--- src/rtl/cpu_pkg.sv ---
// Shared execute-stage definitions: ALU operation codes plus the GBR
// read-modify-write opcode and sequencer state encodings.
package cpu_pkg;

  typedef enum logic [3:0] {
    ALU_ADD = 4'd0,
    ALU_AND = 4'd1,
    ALU_OR  = 4'd2,
    ALU_XOR = 4'd3
  } alu_op_t;

  typedef enum logic [1:0] {
    RMW_AND = 2'b00,
    RMW_OR  = 2'b01,
    RMW_XOR = 2'b10,
    RMW_TST = 2'b11
  } rmw_op_t;

  typedef enum logic [2:0] {
    IDLE = 3'd0,
    ADDR = 3'd1,
    RD   = 3'd2,
    OP   = 3'd3,
    WR   = 3'd4,
    DONE = 3'd5
  } rmw_state_t;

  // TST is a non-destructive AND; only the T bit is updated.
  function automatic alu_op_t rmw_alu_code(input rmw_op_t op);
    case (op)
      RMW_AND: rmw_alu_code = ALU_AND;
      RMW_OR:  rmw_alu_code = ALU_OR;
      RMW_XOR: rmw_alu_code = ALU_XOR;
      default: rmw_alu_code = ALU_AND;
    endcase
  endfunction

endpackage

--- src/rtl/gbr_rmw_ctrl.sv ---
// Sequencer for AND.B/OR.B/XOR.B/TST.B #imm,@(R0,GBR): borrows the shared ALU for
// address and logic op, runs the byte read/write. Optional watchdog: GBR_RMW_TIMEOUT_EN.
module gbr_rmw_ctrl
  import cpu_pkg::*;
#(
  parameter int REG_WIDTH      = 32,
  parameter int TIMEOUT_CYCLES = 16
) (
  input  logic                 clock,
  input  logic                 rst,
  input  logic                 start,
  input  logic [1:0]           op,
  input  logic [REG_WIDTH-1:0] r0,
  input  logic [REG_WIDTH-1:0] gbr,
  input  logic [7:0]           imm,
  output logic                 ready,
  output logic                 done,
  output logic                 t_we,
  output logic                 t_val,
  output logic                 err,
  output logic [REG_WIDTH-1:0] alu_op_a,
  output logic [REG_WIDTH-1:0] alu_op_b,
  output logic [REG_WIDTH-1:0] alu_operation,
  output logic                 alu_carry_in,
  input  logic [REG_WIDTH-1:0] alu_result,
  output logic                 mem_req,
  output logic                 mem_we,
  output logic [REG_WIDTH-1:0] mem_addr,
  output logic [7:0]           mem_wdata,
  input  logic [7:0]           mem_rdata,
  input  logic                 mem_ack,
  output logic [2:0]           state
);

  // Handshakes: a start is taken on a rising edge where start && ready. A memory
  // access is in flight while mem_req is high; mem_we/mem_addr/mem_wdata hold
  // steady until the edge that samples mem_ack high, which ends the access.

  rmw_state_t cur;
  rmw_op_t    op_q;
  logic [7:0] imm_q;

  assign alu_carry_in = 1'b0;
  assign state        = cur;

`ifdef GBR_RMW_TIMEOUT_EN
  localparam int CNT_W = $clog2(TIMEOUT_CYCLES + 1);
  logic [CNT_W-1:0] wait_cnt;
`else
  assign err = 1'b0;
`endif

  always_ff @(posedge clock or posedge rst) begin
    if (rst) begin
      cur           <= IDLE;
      op_q          <= RMW_AND;
      imm_q         <= '0;
      ready         <= 1'b1;
      done          <= 1'b0;
      t_we          <= 1'b0;
      t_val         <= 1'b0;
      alu_op_a      <= '0;
      alu_op_b      <= '0;
      alu_operation <= REG_WIDTH'(ALU_ADD);
      mem_req       <= 1'b0;
      mem_we        <= 1'b0;
      mem_addr      <= '0;
      mem_wdata     <= '0;
`ifdef GBR_RMW_TIMEOUT_EN
      err           <= 1'b0;
      wait_cnt      <= '0;
`endif
    end else begin
      done  <= 1'b0;
      t_we  <= 1'b0;
      t_val <= 1'b0;
`ifdef GBR_RMW_TIMEOUT_EN
      err   <= 1'b0;
`endif
      case (cur)
        IDLE: begin
          if (start) begin
            op_q          <= rmw_op_t'(op);
            imm_q         <= imm;
            alu_op_a      <= r0;
            alu_op_b      <= gbr;
            alu_operation <= REG_WIDTH'(ALU_ADD);
            ready         <= 1'b0;
            cur           <= ADDR;
          end
        end

        // Effective address wraps at 2^REG_WIDTH; the ALU carry-out is unused.
        ADDR: begin
          mem_addr <= alu_result;
          mem_req  <= 1'b1;
          mem_we   <= 1'b0;
          alu_op_a <= '0;
          alu_op_b <= '0;
`ifdef GBR_RMW_TIMEOUT_EN
          wait_cnt <= '0;
`endif
          cur      <= RD;
        end

        RD: begin
          if (mem_ack) begin
            mem_req       <= 1'b0;
            alu_op_a      <= REG_WIDTH'(mem_rdata);
            alu_op_b      <= REG_WIDTH'(imm_q);
            alu_operation <= REG_WIDTH'(rmw_alu_code(op_q));
            cur           <= OP;
          end
`ifdef GBR_RMW_TIMEOUT_EN
          else if (wait_cnt == CNT_W'(TIMEOUT_CYCLES - 1)) begin
            mem_req <= 1'b0;
            err     <= 1'b1;
            ready   <= 1'b1;
            cur     <= IDLE;
          end else begin
            wait_cnt <= wait_cnt + CNT_W'(1);
          end
`endif
        end

        OP: begin
          alu_op_a      <= '0;
          alu_op_b      <= '0;
          alu_operation <= REG_WIDTH'(ALU_ADD);
          if (op_q == RMW_TST) begin
            t_val <= (alu_result[7:0] == 8'h00);
            t_we  <= 1'b1;
            done  <= 1'b1;
            cur   <= DONE;
          end else begin
            mem_wdata <= alu_result[7:0];
            mem_req   <= 1'b1;
            mem_we    <= 1'b1;
`ifdef GBR_RMW_TIMEOUT_EN
            wait_cnt  <= '0;
`endif
            cur       <= WR;
          end
        end

        WR: begin
          if (mem_ack) begin
            mem_req <= 1'b0;
            mem_we  <= 1'b0;
            done    <= 1'b1;
            cur     <= DONE;
          end
`ifdef GBR_RMW_TIMEOUT_EN
          else if (wait_cnt == CNT_W'(TIMEOUT_CYCLES - 1)) begin
            mem_req <= 1'b0;
            mem_we  <= 1'b0;
            err     <= 1'b1;
            ready   <= 1'b1;
            cur     <= IDLE;
          end else begin
            wait_cnt <= wait_cnt + CNT_W'(1);
          end
`endif
        end

        DONE: begin
          ready <= 1'b1;
          cur   <= IDLE;
        end

        default: begin
          mem_req <= 1'b0;
          mem_we  <= 1'b0;
          ready   <= 1'b1;
          cur     <= IDLE;
        end
      endcase
    end
  end

endmodule

--- config.mk ---
export PLATFORM = sky130hd
export DESIGN_NAME = gbr_rmw_ctrl
export DESIGN_NICKNAME = d
export VERILOG_FILES = /design/src/rtl/cpu_pkg.sv /design/src/rtl/gbr_rmw_ctrl.sv
export SDC_FILE = /design/constraint.sdc
export NUM_CORES = 1
export LEC_CHECK = 0
export CAP_MARGIN = 5
export CORE_ASPECT_RATIO = 2
export CORE_MARGIN = 5
export CORE_UTILIZATION = 43
export CTS_BUF_LIST = sky130_fd_sc_hd__clkbuf_8
export DETAILED_ROUTE_END_ITERATION = 8
export PLACE_DENSITY = 0.83
export SLEW_MARGIN = 30
export SYNTH_ARGS = -nofsm -noshare
export SYNTH_HDL_FRONTEND = slang
export SYNTH_SLANG_ARGS = --single-unit
--- constraint.sdc ---
create_clock -name clock -period 4.95 [get_ports clock]
set_clock_uncertainty 0.1 [all_clocks]
set_input_delay 0.99 -clock clock [delete_from_list [all_inputs] [get_ports clock]]
set_output_delay 0.99 -clock clock [all_outputs]
set_load 0.02 [all_outputs]
==> results.txt <==
- Outcome: completed
* GRT Residual Overflow: 0
- The min-delay analysis places its worst path in the category register to register.
- The kind of cell with the highest combined delay along the critical path is flip-flops.
* Number of filler cells placed in the layout: 1,009
- In this run the core area contains 59 standard-cell rows.
* Maximum capacitance violations: 0
- IR analysis of the VDD net gives a maximum drop of 0.4039 mV.
- Lkg Pwr: 0.003868 µW
- Walking the worst path, the cells encountered are clkdlybuf4s50_1.
* Share of synthesized flip-flops with an asynchronous set or reset: 1.000
- Highest metal layer with signal wires: met5
- Ranking of synthesized cells by area: sky130_fd_sc_hd__dfrtp_1 55%, sky130_fd_sc_hd__mux2_2 11%, sky130_fd_sc_hd__mux2i_1 8.7%
* Critical-path cell with the highest stage delay: sky130_fd_sc_hd__dfrtp_1
* Max Clk Rate: about 330 MHz
- Cts hold-fix bufs: 0
* Power density relative to cell area: 708.7 mW/mm²
* Routed met2 length: 8.283 mm
- Setup repair after global routing left no endpoint under its margin.
* CP Max Fanout: 16
- Commonest register cell after synthesis: sky130_fd_sc_hd__dfrtp_1
- Dominant cell type by area after synthesis: sky130_fd_sc_hd__dfrtp_1
* Ratio of cells with drive above 1 in the final layout: 0.1569
* Starting density of the core: 0.4349
- Counting instances, the worst hold path has a depth of 2.
* Share of the clock period used by the worst path: 0.6188
* TritonCTS clock tree: built
- For this block, the via count after detailed routing is 4,180.
* Vias in the first global route: 4,556
- The net count of the finished layout is 808.
- The worst path in the final design needs a cycle of 3.063 ns, including I/O delays and setup.
- Count of warnings emitted by yosys: 0
- Counting flops with a built-in enable in the synthesized netlist gives 0.
- Final routed DRC violation total: 0
- Final weighted congestion of routability-driven global placement: between 0.8 and 0.9
- From synthesis to final layout, the design area changed by 49.09%.
- Critical Path Stages: 1
* Slew @ Worst Pin: 0.8164 ns
- Final setup fails: 0
- Max clock buf depth: 2
- The cell count after synthesis came out at 453.
- Summed over all nets, the half-perimeter wirelength after detailed placement is 11.82 mm.
- Dividing the synthesized area by the synthesized cell count gives between 10 and 15 µm².
- Width of the chip: 91.06 µm
- STA puts the critical path data arrival time at around 2.0 ns.
- Post-route worst hold slack: 0.3951 ns
* Vert. Die Dim: 172.1 µm
- During I/O placement, the number of pins put on the boundary was 265.
- Die footprint: about 0.016 mm²
* Final antenna-violating net count: 0
- Max-Slew Margin vs Limit: 0.4552
- The repair_antennas step left the layout with diodes totalling 0.
- The synthesized netlist contains 36 unique library cells.
* Slowest cell delay on critical path: 0.79 ns
* Number of register bits inferred by synthesis: 125
- Number of slew-limit violations in the final report: 0
- Most numerous cell types in the synthesized netlist: 124 x sky130_fd_sc_hd__dfrtp_1, 55 x sky130_fd_sc_hd__inv_1, 53 x sky130_fd_sc_hd__mux2_2, 50 x sky130_fd_sc_hd__nand2_1, 49 x sky130_fd_sc_hd__mux2i_1
- Summed over all nets, wire length on met3 after detailed routing comes to 1.277 mm.
- The number of hold violations in the final report came to 0.
* Total Wirelength: 15.45 mm
- The share of the Yosys chip area taken by registers is 0.5538.
- TritonCTS Buffers: 17
- Measured in cells, the most critical reg-to-reg path has a length of 5.
- Combined area of all synthesized cells: 0.005650 mm²
- Proportion of netlist area held by the largest area contributor: 0.5492
- Setup total negative slack: 0 ns
- Together, buffers and inverters on the worst path number 1.
- Required arrival time at the worst endpoint: 3.86 ns
* Number of clock sinks: 125
* Post-CTS Setup Bufs: 0
* Total number of H-tree levels: 4
- Metal1 wirelength: 5.224 mm
- Buffer cell driving the clock tree root: sky130_fd_sc_hd__clkbuf_8
- Across every metal layer, demand over resource in global routing totals 0.1931.
- Startpoint Class: register
- PostCTS Resize Cnt: 0
- Dividing the detail-routed via count by the number of cells gives a little under 5.
- Type of the worst setup path: register to output port
- Clock-pin slew was measured on the worst setup and hold paths at ~0.080 ns.
- Initial antenna violation count: 1
- Entering global routing, the biggest net connects 65 pins.
* Capturing element type of the critical path: output port
- Number of buffer cells added on primary ports: 232
- The first global-routing pass estimated 23.75 mm of wire.
* Number of optimization iterations in the first detailed-route pass: 4
- Dividing the detail-routed wire length by the instance count gives roughly 18 µm.
- Yosys instantiated no cell more often than sky130_fd_sc_hd__dfrtp_1.
- Initial drt markers: 108
- At the later pin of the worst-skew pair, clock insertion delay measures ~0.42 ns.
* Floorplan Core Area: 0.01299 mm²
==> power breakdown <==
| part | leakage [µW] | switching, µW | internal, µW |
|---|---|---|---|
| registers | 0.00155 | 329 | 1510 |
| logic | 0.00211 | 1550 | 1620 |
| clock network | 0.000216 | 394 | 569 |
| total | 0.00387 | 2270 | 3700 |
==> path summary, 6_finish.rpt <==
| check | from | end | slack, ns |
|---|---|---|---|
| hold reg to reg | ready | ready | 0.40 |
| min in group asynchronous | rst | alu_op_b[11] | 0.96 |
| setup / recovery | state[1] | state[1] | 1.89 |
| hold / removal | ready | ready | 0.40 |
| setup reg to reg | state[1] | alu_op_a[8] | 2.53 |
| max in group asynchronous | rst | ready | 2.93 |
==> metrics by stage <==
step                std cells  worst slack [ns]  instance area (µm²)  power (µW)    util
finish                    853             1.887                 8424        5970  0.6484
global route              853             1.790                 8424        6308  0.6484
CTS                       853             1.854                 8424        6039  0.6484
detailed placement        821             1.772                 7990        5054  0.6150
global placement          820             1.620                 7956        4895  0.6124
floorplan                 484            0.5341                 5767        3779       -
==> cell type report <==
type / count / area (µm²) / share of cell area
clock inverter: 13 / 172.7 / 0.02050
clock buffer: 19 / 261.5 / 0.03104
timing repair buffer: 238 / 2412 / 0.2864
multi-input combinational: 251 / 2049 / 0.2433
tap: 152 / 190.2 / 0.02258
inverter: 55 / 209.0 / 0.02480
sequential: 125 / 3129 / 0.3715
==> placed cells by master (no fill, tap or decap), types with 12 or more instances in the layout <==
cell type	netlist	final
sky130_fd_sc_hd__a22o_1	17	17
sky130_fd_sc_hd__dfrtp_1	124	124
sky130_fd_sc_hd__mux2_2	53	53
sky130_fd_sc_hd__mux2_4	12	12
sky130_fd_sc_hd__conb_1	1	32
sky130_fd_sc_hd__clkdlybuf4s50_1	0	232
sky130_fd_sc_hd__nand2_1	50	50
sky130_fd_sc_hd__clkbuf_8	0	19
sky130_fd_sc_hd__inv_1	55	56
sky130_fd_sc_hd__mux2i_1	49	49
==> cells by family (layout without fill, tap and decap cells) <==
| kind of cell | Yosys count | in the layout | share of synthesized area |
|---|---|---|---|
| compound gates | 33 | 33 | 0.04517 |
| fa+ha+maj | 2 | 2 | 0.004428 |
| buf+inv | 108 | 325 | 0.1078 |
| flops | 125 | 125 | 0.5538 |
| mux | 117 | 117 | 0.2323 |
| other cells | 1 | 32 | 0.0006637 |
| simple gates | 67 | 67 | 0.05580 |
==> worst reg2reg max path, stage by stage (launching register included) <==
cell                      delay (ns)
sky130_fd_sc_hd__dfrtp_1        0.79
sky130_fd_sc_hd__mux2i_4        0.18
sky130_fd_sc_hd__a21oi_4        0.59
sky130_fd_sc_hd__buf_16         0.25
sky130_fd_sc_hd__buf_4          0.21
sky130_fd_sc_hd__mux2i_1        0.22
==> routing by layer <==
| layer | up-vias | track usage |
|---|---|---|
| met4 | 2 | 0.1047 |
| met1 | 2024 | 0.1906 |
| met3 | 45 | 0.06313 |
| li1 | 1901 | - |
| met5 | - | 0 |
| met2 | 208 | 0.3523 |
==> flip-flops by register name (all words and copies together), names as in the netlist <==
name           count
ready              1
alu_op_b          32
imm_q              8
mem_wdata          8
state              3
mem_addr          32
alu_op_a          32
t_val              1
t_we               1
mem_we             1
alu_operation      2
mem_req            1
op_q               2
done               1
No activity file was read; power rests on OpenSTA's default activity.
